File: config.mk
export PLATFORM = sky130hd
export DESIGN_NAME = branch_resolve_predict
export DESIGN_NICKNAME = d
export VERILOG_FILES = /design/src/rtl/branch_pkg.sv /design/src/rtl/branch_cond_eval.sv /design/src/rtl/branch_resolve_predict.sv
export SDC_FILE = /design/constraint.sdc
export NUM_CORES = 1
export LEC_CHECK = 0
export ABC_AREA = 1
export BUFFER_PORTS_ARGS = -buffer_cell sky130_fd_sc_hd__buf_2
export CORE_UTILIZATION = 53
export DETAILED_ROUTE_END_ITERATION = 8
export PLACE_DENSITY = 0.76
export SYNTH_ARGS = -nofsm -noshare
export SYNTH_HDL_FRONTEND = slang
export SYNTH_SLANG_ARGS = --single-unit
export TNS_END_PERCENT = 20
File: constraint.sdc
create_clock -name clk -period 5.4 [get_ports clk]
set_clock_uncertainty 0.1 [all_clocks]
set_input_delay 0.81 -clock clk [delete_from_list [all_inputs] [get_ports clk]]
set_output_delay 0.81 -clock clk [all_outputs]
set_load 0.02 [all_outputs]
File: src/rtl/branch_pkg.sv
// branch_pkg: shared BrOp encoding, 2-bit BHT counter states and conditional-op helper
package branch_pkg;
  typedef enum logic [4:0] {
    BR_NEVER  = 5'b00000,
    BR_ALWAYS = 5'b10000,
    BR_EQ     = 5'b01000,
    BR_NE     = 5'b01001,
    BR_LT     = 5'b01100,
    BR_GE     = 5'b01101,
    BR_LTU    = 5'b01110,
    BR_GEU    = 5'b01111
  } brop_e;
  localparam logic [1:0] SNT = 2'b00;
  localparam logic [1:0] WNT = 2'b01;
  localparam logic [1:0] WT  = 2'b10;
  localparam logic [1:0] ST  = 2'b11;
  // Only real compare ops train the BHT; reserved 01010/01011 are excluded.
  function automatic logic is_conditional(input logic [4:0] op);
    return op inside {BR_EQ, BR_NE, BR_LT, BR_GE, BR_LTU, BR_GEU};
  endfunction
endpackage

File: src/rtl/branch_cond_eval.sv
// branch_cond_eval: combinational branch condition for the 5-bit BrOp encoding
// Ports: rs1, rs2 operands; BrOp operation; taken resolved condition.
module branch_cond_eval
  import branch_pkg::*;
#(
  parameter int XLEN = 32
) (
  input  logic [XLEN-1:0] rs1,
  input  logic [XLEN-1:0] rs2,
  input  logic [4:0]      BrOp,
  output logic            taken
);
  logic eq, lt, ltu;
  // BrOp[0] inverts the base compare (eq/ne, lt/ge, ltu/geu); BrOp[1] picks unsigned.
  always_comb begin
    eq    = rs1 == rs2;
    lt    = $signed(rs1) < $signed(rs2);
    ltu   = rs1 < rs2;
    taken = BrOp[4] ? 1'b1 :
            !is_conditional(BrOp) ? 1'b0 :
            BrOp[2] ? ((BrOp[1] ? ltu : lt) ^ BrOp[0]) : (eq ^ BrOp[0]);
  end
endmodule

File: src/rtl/branch_resolve_predict.sv
// branch_resolve_predict: registered branch resolve with 2-bit BHT prediction and statistics
// Ports: pred_pc -> pred_taken (combinational lookup); res_valid/res_pc/res_pred/rs1/rs2/BrOp
// resolve -> out_valid/NextPcSrc/mispredict one cycle later; stat_clr clears
// stat_branches/stat_mispredicts.
module branch_resolve_predict
  import branch_pkg::*;
#(
  parameter int XLEN      = 32,
  parameter int BHT_DEPTH = 64,
  parameter int STAT_W    = 32
) (
  input  logic              clk,
  input  logic              rst_n,
  input  logic [XLEN-1:0]   pred_pc,
  output logic              pred_taken,
  input  logic              res_valid,
  input  logic [XLEN-1:0]   res_pc,
  input  logic              res_pred,
  input  logic [XLEN-1:0]   rs1,
  input  logic [XLEN-1:0]   rs2,
  input  logic [4:0]        BrOp,
  output logic              out_valid,
  output logic              NextPcSrc,
  output logic              mispredict,
  input  logic              stat_clr,
  output logic [STAT_W-1:0] stat_branches,
  output logic [STAT_W-1:0] stat_mispredicts
);
  localparam int IDX_W = $clog2(BHT_DEPTH);
  logic [1:0] bht_q [BHT_DEPTH];
  logic [IDX_W-1:0] pidx, ridx;
  logic taken, cond, miss;
  logic [1:0] ctr, ctr_d;
  logic valid_q, taken_q, miss_q;
  logic [STAT_W-1:0] br_q, br_d, mis_q, mis_d;
  logic unused_pc_bits;
  branch_cond_eval #(.XLEN(XLEN)) u_eval (
    .rs1   (rs1),
    .rs2   (rs2),
    .BrOp  (BrOp),
    .taken (taken)
  );
  assign pidx = pred_pc[IDX_W+1:2];
  assign ridx = res_pc[IDX_W+1:2];
  assign unused_pc_bits = ^{pred_pc[XLEN-1:IDX_W+2], pred_pc[1:0], res_pc[XLEN-1:IDX_W+2], res_pc[1:0]};
  // Lookup reads the stored counter directly, so a same-cycle update is not visible until the next cycle.
  assign pred_taken = bht_q[pidx][1];
  always_comb begin
    cond  = res_valid && is_conditional(BrOp);
    miss  = res_valid && (taken != res_pred);
    ctr   = bht_q[ridx];
    ctr_d = taken ? ((ctr == ST) ? ST : ctr + 2'd1) : ((ctr == SNT) ? SNT : ctr - 2'd1);
    br_d  = stat_clr ? '0 : (cond && !(&br_q)) ? br_q + STAT_W'(1) : br_q;
    mis_d = stat_clr ? '0 : (miss && !(&mis_q)) ? mis_q + STAT_W'(1) : mis_q;
  end
  always_ff @(posedge clk or negedge rst_n) begin
    if (!rst_n) begin
      valid_q <= 1'b0;
      taken_q <= 1'b0;
      miss_q  <= 1'b0;
      br_q    <= '0;
      mis_q   <= '0;
    end else begin
      valid_q <= res_valid;
      taken_q <= res_valid && taken;
      miss_q  <= miss;
      br_q    <= br_d;
      mis_q   <= mis_d;
    end
  end
  always_ff @(posedge clk or negedge rst_n) begin
    if (!rst_n) begin
      for (int i = 0; i < BHT_DEPTH; i++) bht_q[i] <= WNT;
    end else if (cond) begin
      bht_q[ridx] <= ctr_d;
    end
  end
  assign out_valid        = valid_q;
  assign NextPcSrc        = taken_q;
  assign mispredict       = miss_q;
  assign stat_branches    = br_q;
  assign stat_mispredicts = mis_q;
endmodule

==> results.toml <==
[status]
status = "completed"

[placement]
post-place-ws_ns = 1.25
port-buffer-count = 153
place_congestion = 0.939
dp_hpwl_um = 22200

[worst_setup_path]
endpoint_kind = "output pin"
arrival_ns = 3.36
startpoint_type = "input port"
ff2ff_path_depth = 15
path_class = "input port to output pin"
startpoint = "pred_pc[2]"
worstPathRequired_ns = 4.49
cp_max_fo = 40
rr_startpoint = "stat_mispredicts[3]"

[pwr]
power_per_cell_area_nw_per_um2 = 239
power_leakage_nw = 6.59
irDropWorstVdd_mv = 0.187

[logic_synthesis]
synth_compound_area_frac = 0.120
ys.flop_type = "dfrtp_1"
synth_area_leaders = "dfrtp_1 27%, nand2_1 16%, dfstp_2 14%"
synth.area.mux_share = 0
synth.avg_cell_area_um2 = 7.26
synthCells = 1668
synthArstFlopShare = 1.00
synth_warnings = 0
synth_area_um2 = 12100
syn-num-nets = 1840
synth_xor_area_frac = 0.0224
synth_common_cells = "507 x nand2_1, 234 x inv_1, 131 x dfrtp_1"
synth_fa_ha_area_frac = 0.0351
synth_cell_type_count = 52
synth.most_common_cell = "nand2_1"
synth_top_area_frac = 0.271
ys_ff_latch = 195
synth_top_family_by_area = "simple AND/OR/NAND/NOR gates"
synthSimpleGateAreaFrac = 0.302
netlist.top_cell.by_area = "dfrtp_1"
synth.yosys.seq_area_share = 0.410
synth-edff-count = 0

[route]
drt_wl_total_um = 33400
wl_per_cell_um = 16.0
firstDrtPassIters = 6
vias = 11628
route.antenna.remaining_nets = 0
initialDrtViolationCount = 1014
drc = 0
via_per_inst = 5.58

[floorplanning]
row_count = 54
die_area_um2 = 23500
die_y_um = 153
ios = 206
core_area_um2 = 22100
fp.dieW_um = 153
start_util = 0.548

[cts]
cts_made_buffers = 17
cts_max_path_buffers = 2
cts_tree = "built"
cts_resized = 0
clock_sinks = 195
clk_pin_slew_worst_paths_ns = 0.08
post_cts_buffers = 0
root_buffer = "clkbuf_16"
clock_latency_ns = 0.45
h-tree-depth = 4
cts_hold_buffers = 0

[timing]
rsz0062_at_grt = "false"
hold_viol = 0
tns_ns = 0
relSlewSlack = 0.376
max_freq_mhz = 234
fin_crit_sh = 0.790
setup_viol = 0
fin_crit_ns = 4.27
finalMaxSlewViolations = 0
tightestPinTransition_ns = 0.933
setup_slack_ns = 1.13

[global_route]
grt_max_degree = 99
grt.overflow.total = 0
grt.total_usage = 0.291
first_global_vias = 11248
grt_pass1_wl_um = 54900
antenna_found_initial = 0

[final_layout]
nets = 1961
syn_to_final_growth_pct = 12.0
drive_gt1_frac = 0.166

[run]
maxCapViolations = 0

[hold_path]
hold_class = "input port to asynchronous set/reset pin"
[area by class of cell]
type / count / area, µm²
Antenna cell: 1 / 2.50
Clock buffer: 20 / 457
Clock inverter: 12 / 169
Fill cell: 1970 / 8530
Inverter: 252 / 946
Multi-Input combinational cell: 1161 / 5810
Sequential cell: 195 / 4960
Tap cell: 280 / 350
Timing Repair Buffer: 162 / 867
[state kept, by name, summed over array words and instances, names as in the netlist]
signal,count
out_valid,1
stat_mispredicts,32
bht_q,128
mispredict,1
NextPcSrc,1
stat_branches,32
[cells in the final DEF, fill, tap and decap left out, types with 57 or more instances in the layout]
master and instances:
nand4_1 57, dfstp_2 64, nor2_1 121, nor3_1 83, buf_2 152, o21ai_0 66
o21ai_1 61, dfrtp_1 131, nand3_1 58, inv_1 233, nand2_1 507
[worst max-delay path, stage by stage]
cell      delay (ns)
buf_2           0.58
inv_1           0.61
o21ai_0         0.36
a221oi_1        0.15
o32ai_1         0.34
o221ai_1        0.16
o31ai_1         0.12
buf_2           0.23
[layer usage]
metal	global-route usage	vias up	part of all wire
met2	0.461	485	0.45
li1	-	5661	-
met1	0.389	5404	0.44
met3	0.0624	78	0.088
met4	0.112	0	0.027
met5	0	-	0
[cells by family (layout without fill, tap and decap cells)]
kind of cell / Yosys count / count (layout)
adder cells (fa/ha/maj): 34 / 34
buffers and inverters: 312 / 446
flip-flops: 195 / 195
other: 0 / 1
AND/OR/NAND/NOR: 855 / 855
AO/OA/AOI/OAI: 241 / 241
XOR/XNOR: 31 / 31
[worst paths after layout]
kind	end	slack [ns]
min in group clk	bht_q[112]	0.37
worst max-delay path	pred_taken	1.13
worst max register to register	stat_mispredicts[25]	1.76
worst min-delay path	bht_q[91]	0.32
worst min register to register	bht_q[112]	0.37
max in group asynchronous	stat_mispredicts[2]	3.89
[stage by stage]
stage               cells  power (mW)  hold WS [ns]  area (µm²)   util
global route         2082        3.34         0.381       13600  0.614
detailed placement   2050        1.88         0.358       12900  0.585
finish               2083        3.24         0.322       13600  0.614
CTS                  2082        3.24         0.357       13600  0.614
floorplan            1668        1.76         0.346       12100      -
global placement     2050        1.88         0.354       12900  0.585
[power breakdown]
group	switching, mW	internal, mW
combinational	0.236	0.100
clock	0.616	0.765
sequential	0.0191	1.51
total	0.871	2.37
Power figures use the tool's default switching activity.
